## src/rtl/pixel_write_sink_pkg.sv

```systemverilog
// Shared configuration, pixel-entry layout and drain FSM states
// for the painter pixel-write sink.
package pixel_write_sink_pkg;

    localparam int SCR_WIDTH  = 160;
    localparam int SCR_HEIGHT = 120;
    localparam int X_BITS     = 8;
    localparam int Y_BITS     = 7;
    localparam int COLOR_BITS = 3;
    localparam int ADDR_BITS  = 15;
    localparam int FIFO_DEPTH = 4;
    localparam int DROP_BITS  = 8;

    typedef struct packed {
        logic [X_BITS-1:0]     x;
        logic [Y_BITS-1:0]     y;
        logic [COLOR_BITS-1:0] color;
    } pixel_t;

    localparam int ENTRY_BITS = $bits(pixel_t);

    typedef enum logic {
        ST_IDLE  = 1'b0,
        ST_WRITE = 1'b1
    } drain_state_e;

    function automatic logic in_screen(input pixel_t p);
        return (int'(p.x) < SCR_WIDTH) && (int'(p.y) < SCR_HEIGHT);
    endfunction

    // Row-major address; intermediates kept at ADDR_BITS so in-range
    // coordinates never truncate.
    function automatic logic [ADDR_BITS-1:0] pixel_addr(input pixel_t p);
        return ADDR_BITS'(p.y) * ADDR_BITS'(SCR_WIDTH) + ADDR_BITS'(p.x);
    endfunction

endpackage

```

## src/rtl/pixel_write_sink_if.sv

```systemverilog
// Painter-side and frame-buffer-side signal bundle of the pixel sink.
// slave: the sink itself; master: painter / memory side.
interface pixel_write_sink_if;
    import pixel_write_sink_pkg::*;

    logic [X_BITS-1:0]     pix_x;
    logic [Y_BITS-1:0]     pix_y;
    logic [COLOR_BITS-1:0] pix_color;
    logic                  print_enable;
    logic [ADDR_BITS-1:0]  mem_addr;
    logic [COLOR_BITS-1:0] mem_data;
    logic                  mem_we;
    logic                  mem_ack;
    logic                  fifo_full;
    logic                  overflow;
    logic [DROP_BITS-1:0]  drop_count;
    logic                  busy;

    modport slave (
        input  pix_x, pix_y, pix_color, print_enable, mem_ack,
        output mem_addr, mem_data, mem_we,
        output fifo_full, overflow, drop_count, busy
    );

    modport master (
        output pix_x, pix_y, pix_color, print_enable, mem_ack,
        input  mem_addr, mem_data, mem_we,
        input  fifo_full, overflow, drop_count, busy
    );

endinterface

```

## src/rtl/pixel_fifo.sv

```systemverilog
// Synchronous FIFO with occupancy count; power-of-two depth so the
// read/write pointers wrap naturally.
module pixel_fifo #(
    parameter int WIDTH = 18,
    parameter int DEPTH = 4,
    parameter int CW    = $clog2(DEPTH) + 1
) (
    input  logic             clk,
    input  logic             rst,
    input  logic             push,
    input  logic             pop,
    input  logic [WIDTH-1:0] wdata,
    output logic [WIDTH-1:0] rdata,
    output logic             full,
    output logic             empty,
    output logic [CW-1:0]    count
);

    localparam int PW = $clog2(DEPTH);

    logic [WIDTH-1:0] mem_q [DEPTH];
    logic [WIDTH-1:0] mem_d [DEPTH];
    logic [PW-1:0]    wr_q, wr_d;
    logic [PW-1:0]    rd_q, rd_d;
    logic [CW-1:0]    cnt_q, cnt_d;
    logic             do_push;
    logic             do_pop;

    assign full    = (cnt_q == CW'(DEPTH));
    assign empty   = (cnt_q == '0);
    assign count   = cnt_q;
    assign rdata   = mem_q[rd_q];
    assign do_pop  = pop & ~empty;
    assign do_push = push & (~full | do_pop);

    always_comb begin
        mem_d = mem_q;
        wr_d  = wr_q;
        rd_d  = rd_q;
        if (do_push) begin
            mem_d[wr_q] = wdata;
            wr_d        = wr_q + 1'b1;
        end
        if (do_pop) begin
            rd_d = rd_q + 1'b1;
        end
        cnt_d = cnt_q + CW'(do_push) - CW'(do_pop);
    end

    always_ff @(posedge clk) begin
        if (rst) begin
            mem_q <= '{default: '0};
            wr_q  <= '0;
            rd_q  <= '0;
            cnt_q <= '0;
        end else begin
            mem_q <= mem_d;
            wr_q  <= wr_d;
            rd_q  <= rd_d;
            cnt_q <= cnt_d;
        end
    end

endmodule

```

## src/rtl/pixel_write_sink.sv

```systemverilog
// Painter pixel-write sink: strobe detect, range check, FIFO, RAM drain.
// Optional PIXEL_WRITE_SINK_DEDUP_EN drops repeats of the last accepted pixel.
module pixel_write_sink
    import pixel_write_sink_pkg::*;
(
    input logic               Clck,
    input logic               Reset,
    pixel_write_sink_if.slave bus
);

    localparam int CW = $clog2(FIFO_DEPTH) + 1;

    logic                  pe_q, pe_d;
    logic                  evt;
    pixel_t                cur;
    pixel_t                head;
    logic                  in_rng;
    logic                  dup;
    logic                  push_req;
    logic                  push;
    logic                  pop;
    logic                  ovf_drop;
    logic                  rng_drop;
    logic                  fifo_full;
    logic                  fifo_empty;
    logic [CW-1:0]         fifo_cnt;
    logic [CW-1:0]         cnt_nxt;

    drain_state_e          st_q, st_d;
    logic [ADDR_BITS-1:0]  addr_q, addr_d;
    logic [COLOR_BITS-1:0] data_q, data_d;
    logic                  we_q, we_d;
    logic                  ovf_q, ovf_d;
    logic [DROP_BITS-1:0]  drop_q, drop_d;
    logic                  busy_q, busy_d;

    assign cur = '{x: bus.pix_x, y: bus.pix_y, color: bus.pix_color};
    assign evt = bus.print_enable & ~pe_q;
    assign in_rng = in_screen(cur);

`ifdef PIXEL_WRITE_SINK_DEDUP_EN
    pixel_t last_q, last_d;
    logic   last_vld_q, last_vld_d;

    assign dup = last_vld_q && (cur == last_q);

    always_comb begin
        last_d     = last_q;
        last_vld_d = last_vld_q;
        if (push) begin
            last_d     = cur;
            last_vld_d = 1'b1;
        end
    end

    always_ff @(posedge Clck) begin
        if (Reset) begin
            last_q     <= '0;
            last_vld_q <= 1'b0;
        end else begin
            last_q     <= last_d;
            last_vld_q <= last_vld_d;
        end
    end
`else
    assign dup = 1'b0;
`endif

    // A full FIFO still accepts a push when the drain pops the same cycle.
    assign pop      = (st_q == ST_IDLE) & ~fifo_empty;
    assign push_req = evt & in_rng & ~dup;
    assign push     = push_req & (~fifo_full | pop);
    assign ovf_drop = push_req & fifo_full & ~pop;
    assign rng_drop = evt & ~in_rng;
    assign cnt_nxt  = fifo_cnt + CW'(push) - CW'(pop);

    pixel_fifo #(
        .WIDTH (ENTRY_BITS),
        .DEPTH (FIFO_DEPTH),
        .CW    (CW)
    ) u_fifo (
        .clk   (Clck),
        .rst   (Reset),
        .push  (push),
        .pop   (pop),
        .wdata (cur),
        .rdata (head),
        .full  (fifo_full),
        .empty (fifo_empty),
        .count (fifo_cnt)
    );

    always_comb begin
        st_d   = st_q;
        addr_d = addr_q;
        data_d = data_q;
        we_d   = we_q;
        unique case (st_q)
            ST_IDLE: begin
                if (!fifo_empty) begin
                    addr_d = pixel_addr(head);
                    data_d = head.color;
                    we_d   = 1'b1;
                    st_d   = ST_WRITE;
                end
            end
            ST_WRITE: begin
                if (bus.mem_ack) begin
                    we_d = 1'b0;
                    st_d = ST_IDLE;
                end
            end
        endcase
    end

    always_comb begin
        pe_d   = bus.print_enable;
        ovf_d  = ovf_q | ovf_drop;
        drop_d = drop_q;
        if ((ovf_drop | rng_drop) && (drop_q != '1)) begin
            drop_d = drop_q + 1'b1;
        end
        busy_d = (cnt_nxt != '0) | we_d;
    end

    always_ff @(posedge Clck) begin
        if (Reset) begin
            pe_q   <= 1'b0;
            st_q   <= ST_IDLE;
            addr_q <= '0;
            data_q <= '0;
            we_q   <= 1'b0;
            ovf_q  <= 1'b0;
            drop_q <= '0;
            busy_q <= 1'b0;
        end else begin
            pe_q   <= pe_d;
            st_q   <= st_d;
            addr_q <= addr_d;
            data_q <= data_d;
            we_q   <= we_d;
            ovf_q  <= ovf_d;
            drop_q <= drop_d;
            busy_q <= busy_d;
        end
    end

    assign bus.mem_addr   = addr_q;
    assign bus.mem_data   = data_q;
    assign bus.mem_we     = we_q;
    assign bus.fifo_full  = fifo_full;
    assign bus.overflow   = ovf_q;
    assign bus.drop_count = drop_q;
    assign bus.busy       = busy_q;

endmodule

```

## src/flat_wrapper.sv

```systemverilog
// flat-port wrapper written by rule: the top's interface ports become plain ports
module pixel_write_sink_flat import pixel_write_sink_pkg::*;
  (Clck, Reset, bus_pix_x, bus_pix_y, bus_pix_color, bus_print_enable, bus_mem_ack, bus_mem_addr, bus_mem_data, bus_mem_we, bus_fifo_full, bus_overflow, bus_drop_count, bus_busy);
  pixel_write_sink_if bus_i ();
  input logic Clck;
  input logic Reset;
  input wire logic [$bits(bus_i.pix_x)-1:0] bus_pix_x;
  input wire logic [$bits(bus_i.pix_y)-1:0] bus_pix_y;
  input wire logic [$bits(bus_i.pix_color)-1:0] bus_pix_color;
  input wire logic [$bits(bus_i.print_enable)-1:0] bus_print_enable;
  input wire logic [$bits(bus_i.mem_ack)-1:0] bus_mem_ack;
  output wire logic [$bits(bus_i.mem_addr)-1:0] bus_mem_addr;
  output wire logic [$bits(bus_i.mem_data)-1:0] bus_mem_data;
  output wire logic [$bits(bus_i.mem_we)-1:0] bus_mem_we;
  output wire logic [$bits(bus_i.fifo_full)-1:0] bus_fifo_full;
  output wire logic [$bits(bus_i.overflow)-1:0] bus_overflow;
  output wire logic [$bits(bus_i.drop_count)-1:0] bus_drop_count;
  output wire logic [$bits(bus_i.busy)-1:0] bus_busy;
  assign bus_i.pix_x = bus_pix_x;
  assign bus_i.pix_y = bus_pix_y;
  assign bus_i.pix_color = bus_pix_color;
  assign bus_i.print_enable = bus_print_enable;
  assign bus_i.mem_ack = bus_mem_ack;
  assign bus_mem_addr = bus_i.mem_addr;
  assign bus_mem_data = bus_i.mem_data;
  assign bus_mem_we = bus_i.mem_we;
  assign bus_fifo_full = bus_i.fifo_full;
  assign bus_overflow = bus_i.overflow;
  assign bus_drop_count = bus_i.drop_count;
  assign bus_busy = bus_i.busy;
  pixel_write_sink u_core (.Clck(Clck), .Reset(Reset), .bus(bus_i));
endmodule
```

## config.mk

```make
export PLATFORM = sky130hd
export DESIGN_NAME = pixel_write_sink_flat
export DESIGN_NICKNAME = d
export VERILOG_FILES = /design/src/rtl/pixel_write_sink_pkg.sv /design/src/rtl/pixel_write_sink_if.sv /design/src/rtl/pixel_fifo.sv /design/src/rtl/pixel_write_sink.sv /design/src/flat_wrapper.sv
export SDC_FILE = /design/constraint.sdc
export NUM_CORES = 1
export LEC_CHECK = 0
export ABC_AREA = 1
export BUFFER_PORTS_ARGS = -buffer_cell sky130_fd_sc_hd__buf_2
export CAP_MARGIN = 20
export CELL_PAD_IN_SITES_DETAIL_PLACEMENT = 0
export CELL_PAD_IN_SITES_GLOBAL_PLACEMENT = 1
export CORE_MARGIN = 2
export CORE_UTILIZATION = 47
export CTS_CLUSTER_SIZE = 24
export DETAILED_ROUTE_END_ITERATION = 16
export HOLD_SLACK_MARGIN = 0.12
export PLACE_DENSITY = 0.84
export SLEW_MARGIN = 0
export SYNTH_ARGS = -nofsm -noshare
export SYNTH_HDL_FRONTEND = slang
export SYNTH_SLANG_ARGS = --single-unit
```

## constraint.sdc

```tcl
create_clock -name Clck -period 6.55 [get_ports Clck]
set_input_delay 1.965 -clock Clck [delete_from_list [all_inputs] [get_ports Clck]]
set_output_delay 1.965 -clock Clck [all_outputs]
set_load 0.02 [all_outputs]
```

Word-level counts from Yosys, hierarchy flattened
Cells that the tools add are included.
{ "op_classes": {"addsub": 8, "mul": 1, "n_lt_le_gt_ge": 5, "n_eq_ne": 2, "muxes": 12, "bitwise": 22, "n_reduce_logical": 6} }
{ "op_table": {"columns": ["op", "n"], "rows": [
  ["72-bit bitwise mux", 1],
  ["18-bit 2-to-1 mux", 3],
  ["18-bit binary-select mux with 2-bit select", 1],
  ["18-bit demux with 2-bit select", 1],
  ["15-bit by 8-bit adder with 15-bit output", 1],
  ["7-bit by 3-bit multiplier with 10-bit output (second input constant)", 1],
  ["1-bit AND", 9],
  ["8-bit by 1-bit adder with 8-bit output (second input constant)", 1],
  ["8-bit < comparator (second input constant)", 1],
  ["8-bit inequality test (second input constant)", 1],
  ["7-bit < comparator (second input constant)", 1],
  ["3-bit by 1-bit adder with 3-bit output", 2],
  ["3-bit >= comparator (second input constant)", 2],
  ["1-bit NOT", 6],
  ["2-bit NOT with 3-bit output", 2],
  ["3-bit by 1-bit subtractor with 3-bit output", 2],
  ["1-bit bitwise OR", 5],
  ["2-bit by 1-bit adder with 2-bit output (second input constant)", 2],
  ["1-bit 2-to-1 mux", 4],
  ["1-bit case mux with 2 select lines", 2],
  ["3-bit == test (second input constant)", 1],
  ["1-bit logical AND", 3],
  ["3-bit zero test", 1],
  ["3-bit by 1-bit < comparator with 1-bit output (second input constant)", 1],
  ["other kinds (2)", 2]
]} }
{ "totals": {"register_bits": 110, "in_bits": 22, "elab_cells": 71} }

Longest topological paths before layout
{ "depth": {"ltp_word": 9, "depth_mapped": 18, "depth_no_buf": 17} }

By module
From an unflattened synthesis, not the netlist that was laid out.
{ "hier_totals": {"hier_cells": 979, "area_unflattened_um2": 6338.6} }
{ "modules_own_cells": {"columns": ["mod", "instances", "cells_each", "area_per_inst_um2", "seq_area_each_um2"], "rows": [
  ["pixel_fifo", 1, 717, 4470.5, 1581.5],
  ["pixel_write_sink", 1, 262, 1868.0, 620.6]
]} }

Least setup slack after synthesis
No wires, ideal clock.
{ "synth_path": {"kind": "input -> register", "from": "input port bus_print_enable", "to": "register u_core.u_fifo.cnt_q[2] (netlist: u_core.u_fifo.count[2])", "setup_ns": 0.070, "arrival_ns": 3.616, "setup_slack_ns": 2.865, "stages": 12, "n_path_buf": 0, "cell_sequence": "inv_1 > nor2_4 > nand3_2 > inv_4 > nand2_1 > ha_1 > inv_1 > ha_1 > fa_1 > inv_1 > o21ai_0 > a21oi_1"} }
{ "synth_between": {"elab_chain_cells": 6} }
{ "synth_rtl": {"columns": ["item", "line", "text"], "rows": [
  ["start, declared", "flat_wrapper.sv:10", "input wire logic [$bits(bus_i.print_enable)-1:0] bus_print_enable;"],
  ["1-bit AND", "pixel_write_sink.sv:38", "assign evt = bus.print_enable & ~pe_q;"],
  ["1-bit AND", "pixel_write_sink.sv:71", "assign push_req = evt & in_rng & ~dup;"],
  ["1-bit AND", "pixel_write_sink.sv:72", "assign push = push_req & (~fifo_full | pop);"],
  ["1-bit AND", "pixel_fifo.sv:34", "assign do_push = push & (~full | do_pop);"],
  ["3-bit by 1-bit adder with 3-bit output", "pixel_fifo.sv:47", "cnt_d = cnt_q + CW'(do_push) - CW'(do_pop);"],
  ["3-bit by 1-bit subtractor with 3-bit output", "pixel_fifo.sv:47", null],
  ["end signal, assigned", "pixel_fifo.sv:60", "cnt_q <= cnt_d;"],
  ["end, declared", "pixel_fifo.sv:25", "logic [CW-1:0] cnt_q, cnt_d;"]
]} }
Every way passes these cells.
A chain may end at the register's enable or synchronous reset.

Final worst setup path
{ "layout_path": {"from": "register u_core.u_fifo.rd_q[0]", "to": "register u_core.addr_q[13] (netlist: u_core.bus.mem_addr[13])"} }
{ "layout_between": {"elab_chain_cells": 6} }
{ "layout_rtl": {"columns": ["item", "line", "text"], "rows": [
  ["start, declared", "pixel_fifo.sv:24", "logic [PW-1:0] rd_q, rd_d;"],
  ["start signal, assigned", "pixel_fifo.sv:59", "rd_q <= rd_d;"],
  ["2-bit NOT with 3-bit output (implied by the code) (*)", "pixel_fifo.sv:32", "assign rdata = mem_q[rd_q];"],
  ["18-bit binary-select mux with 2-bit select (*)", "pixel_fifo.sv:32", null],
  ["18-bit 2-to-1 mux (implied by the code) (*) (2 in series)", "pixel_fifo.sv:32", null],
  ["7-bit by 3-bit multiplier with 10-bit output", "pixel_write_sink_pkg.sv:34", "return ADDR_BITS'(p.y) * ADDR_BITS'(SCR_WIDTH) + ADDR_BITS'(p.x);"],
  ["15-bit by 8-bit adder with 15-bit output (*)", "pixel_write_sink_pkg.sv:34", null],
  ["end signal, assigned", "pixel_write_sink.sv:139", "addr_q <= addr_d;"],
  ["end, declared", "pixel_write_sink.sv:30", "logic [ADDR_BITS-1:0] addr_q, addr_d;"]
]} }
Mark *: on every way between the ends. The rest lies on a longest branch, timed or not. The select of a mux whose other input is x is not followed.

==> qor.yml <==
critical_path:
  path_buf_inv: 4
  critPathKind: "register to register"
  worst_setup_path_end_kind: "register"
  path_delay_family: "buffers and inverters"
  start_kind: "register"
  required_ps: 6790
  cpMaxStageDelayCell: "inv_1"
  reg2reg_slack_ps: 2610
  cp_max_fo: 40
  arrival_ps: 4180
  worstPathCellList: "buf_4, inv_1, o21ai_0, o22ai_1, ha_1, ha_1, fa_1, xor2_1, inv_2, nor2_1, nand3_1, nand2_1, nand3_1, nand2_1, inv_1"
  cpPeakStageDelay_ps: 800
clock_network:
  cts.clk_slew.worst_paths_ps: 70
  cts_buffers: 9
  htreeDepth: 3
  post_cts_buffers: 0
  cts_buffer_depth: 2
  cts_tree: "done"
  clk_latency_ps: 340
  clock-root-buffer: "clkbuf_16"
  cts.sinks: 110
  cts_resized: 0
  holdBufCountCts: 0
sta:
  slew_violations: 0
  rsz0062_at_grt: "no"
  worst_pin_slew_ps: 1114
  max_slew_margin_pct: 25.72
  hold_viol_final: 0
  tns_ps: 0
  finalCritPeriodShare_pct: 60.13
  skew_ps: 7.554
  min_period_ps: 3938
  fmax_mhz: 253.9
  whs_ps: 460.6
  setup_viol: 0
global_route:
  grt_pass1_vias: 4429
  gr-total-overflow: 0
  grt_max_degree: 88
  grtUsageTotal_pct: 22.14
  antenna_found_initial: 0
  grt_pass1_wl_um: 22140
die:
  num_rows: 38
  die_width_um: 110.6
  fp.dieH_um: 110.6
  ios: 52
  dieArea_um2: 12230
  floorplan.initialDensity_pct: 48.61
  core_um2: 10980
flow_run:
  cap_violations: 0
route:
  route.detailed.drc: 0
  dr_total_vias: 4746
  via_per_inst: 5.339
  drt_pass1_iterations: 5
  wl_per_cell_um: 15.19
  wl_um: 13500
  antenna_left: 0
  drt_iter0_drc: 331
synth:
  ys_seq_area_share_pct: 41.25
  ys_ff_latch: 110
  synth.cell_area_um2: 5339
  synth_top_cell_by_area: "dfxtp_1"
  yosys-top-cells-area: "dfxtp_1 (41%), nand2_1 (14%), a21oi_1 (6.0%), nor2_1 (5.1%), a21oi_2 (4.9%)"
  yosysWarnings: 0
  syn_area_per_cell_um2: 7.467
  synth.distinct_cells: 32
  synth_top_area_share_pct: 41.25
  synth_nets: 762
  synthCells: 715
outcome:
  status: "finished, final reports clean"
final_layout:
  nNetsFinal: 792
  fin_util_pct: 53.88
  final_cell_mix: "nand2_1 (194), dfxtp_1 (110), nor2_1 (72), a21oi_1 (64)"
  layout_commonest_cell: "nand2_1"
  fin_area_um2: 5918
  drive_above_1_share_pct: 15.51
  area_growth_pct: 10.85
power_and_ir_drop:
  power_density_nw_per_um2: 403.0
  irDropWorstVdd_mv: 0.2080
  combPwrFrac_pct: 42.9
  p_clk_share_pct: 23.1
  sw_frac_of_total_pct: 41.22
  p_int_mw: 1.402
  p_seq_share_pct: 34.1
  p_sw_mw: 0.9832
  p_leak_nw: 2.395
placed_design:
  place_congestion: 0.7864
  dp_hpwl_um: 8679
  dpl_cell_area_um2: 5622
  port_buffers: 51
worst_hold_path:
  hold_class: "register to register"
worst paths after layout:
path,start,to,cells after the start
min reg2reg,u_core.u_fifo.mem_q[70],u_core.u_fifo.mem_q[70],2
min,u_core.u_fifo.mem_q[70],u_core.u_fifo.mem_q[70],2
max,u_core.u_fifo.rd_q[0],u_core.bus.mem_addr[13],15
max reg2reg,u_core.u_fifo.rd_q[0],u_core.bus.mem_addr[13],15
synthesized netlist by cell type:
library cell	number
nand2_1	194
dfxtp_1	110
nor2_1	72
a21oi_1	64
o21ai_0	50
inv_1	41
a21oi_2	30
nand3_1	23
clkbuf_1	22
ha_1	21
nand4_1	10
a31oi_1	9
buf_2	9
xor2_1	9
o22ai_1	7
o21ai_1	6
buf_6	4
fa_1	4
inv_4	4
nand3_2	4
inv_2	3
nand3_4	3
nor3_1	3
xnor2_1	3
a32oi_1	2
nor2_2	2
a21boi_0	1
a21o_1	1
a41oi_1	1
nor2_4	1
o211ai_1	1
or2_2	1
registers in the layout, summed over array words and instances, names as in the netlist:
signal,count
u_core.bus.busy,1
u_core.bus.drop_count,8
u_core.bus.mem_addr,15
u_core.bus.mem_data,3
u_core.bus.mem_we,1
u_core.bus.overflow,1
u_core.pe_q,1
u_core.st_q,1
u_core.u_fifo.count,3
u_core.u_fifo.mem_q,72
u_core.u_fifo.rd_q,2
u_core.u_fifo.wr_q,2
per-stage QoR:
step	total power [mW]	setup slack (ps)	std cells
3_5_place_dp	1.850	2486	874
4_1_cts	2.408	2594	888
6_report	2.385	2612	889
2_1_floorplan	1.573	2865	715
5_1_grt	2.576	2300	888
3_3_place_gp	1.835	2522	874
metal layers:
layer | vias to the layer above | global-route usage [%] | wire [um]
met5 | - | 0 | 0
met4 | 0 | 5.750 | 191
met3 | 17 | 3.952 | 474
met2 | 95 | 37.75 | 6547
met1 | 2222 | 28.99 | 6288
li1 | 2412 | - | -
cell type report:
class	instances	area, um2
multi-input cells	522	2774
well taps	140	175.2
flip-flops and latches	110	2202
diodes	1	2.502
inverters	48	190.2
clock buffers	10	239.0
repair buffers	54	280.3
clock inverters	4	55.05
fillers	1089	5065
cells by family (layout without fill, tap and decap cells):
kind of cell,Yosys count,count (layout),share of synthesized area (%)
buffers and inverters,83,116,6.796
adder cells (fa/ha/maj),25,25,6.421
flip-flops,110,110,41.25
other,0,1,0
XOR/XNOR,12,12,1.969
AO/OA/AOI/OAI,172,172,18.96
AND/OR/NAND/NOR,313,313,24.61
tightest hold or removal path, cell delays in order (launching register included):
cell	delay [ps]
dfxtp_1	300
inv_1	60
a21oi_1	60
power by group through the flow:
stage	logic [mW]	clock network, mW	registers, mW
floorplan	0.690	0	0.883
global placement	1.01	0	0.826
detailed placement	1.02	0	0.827
CTS	1.03	0.563	0.813
global route	1.16	0.593	0.824
finish	1.02	0.550	0.812
Power figures use the tool's default switching activity.
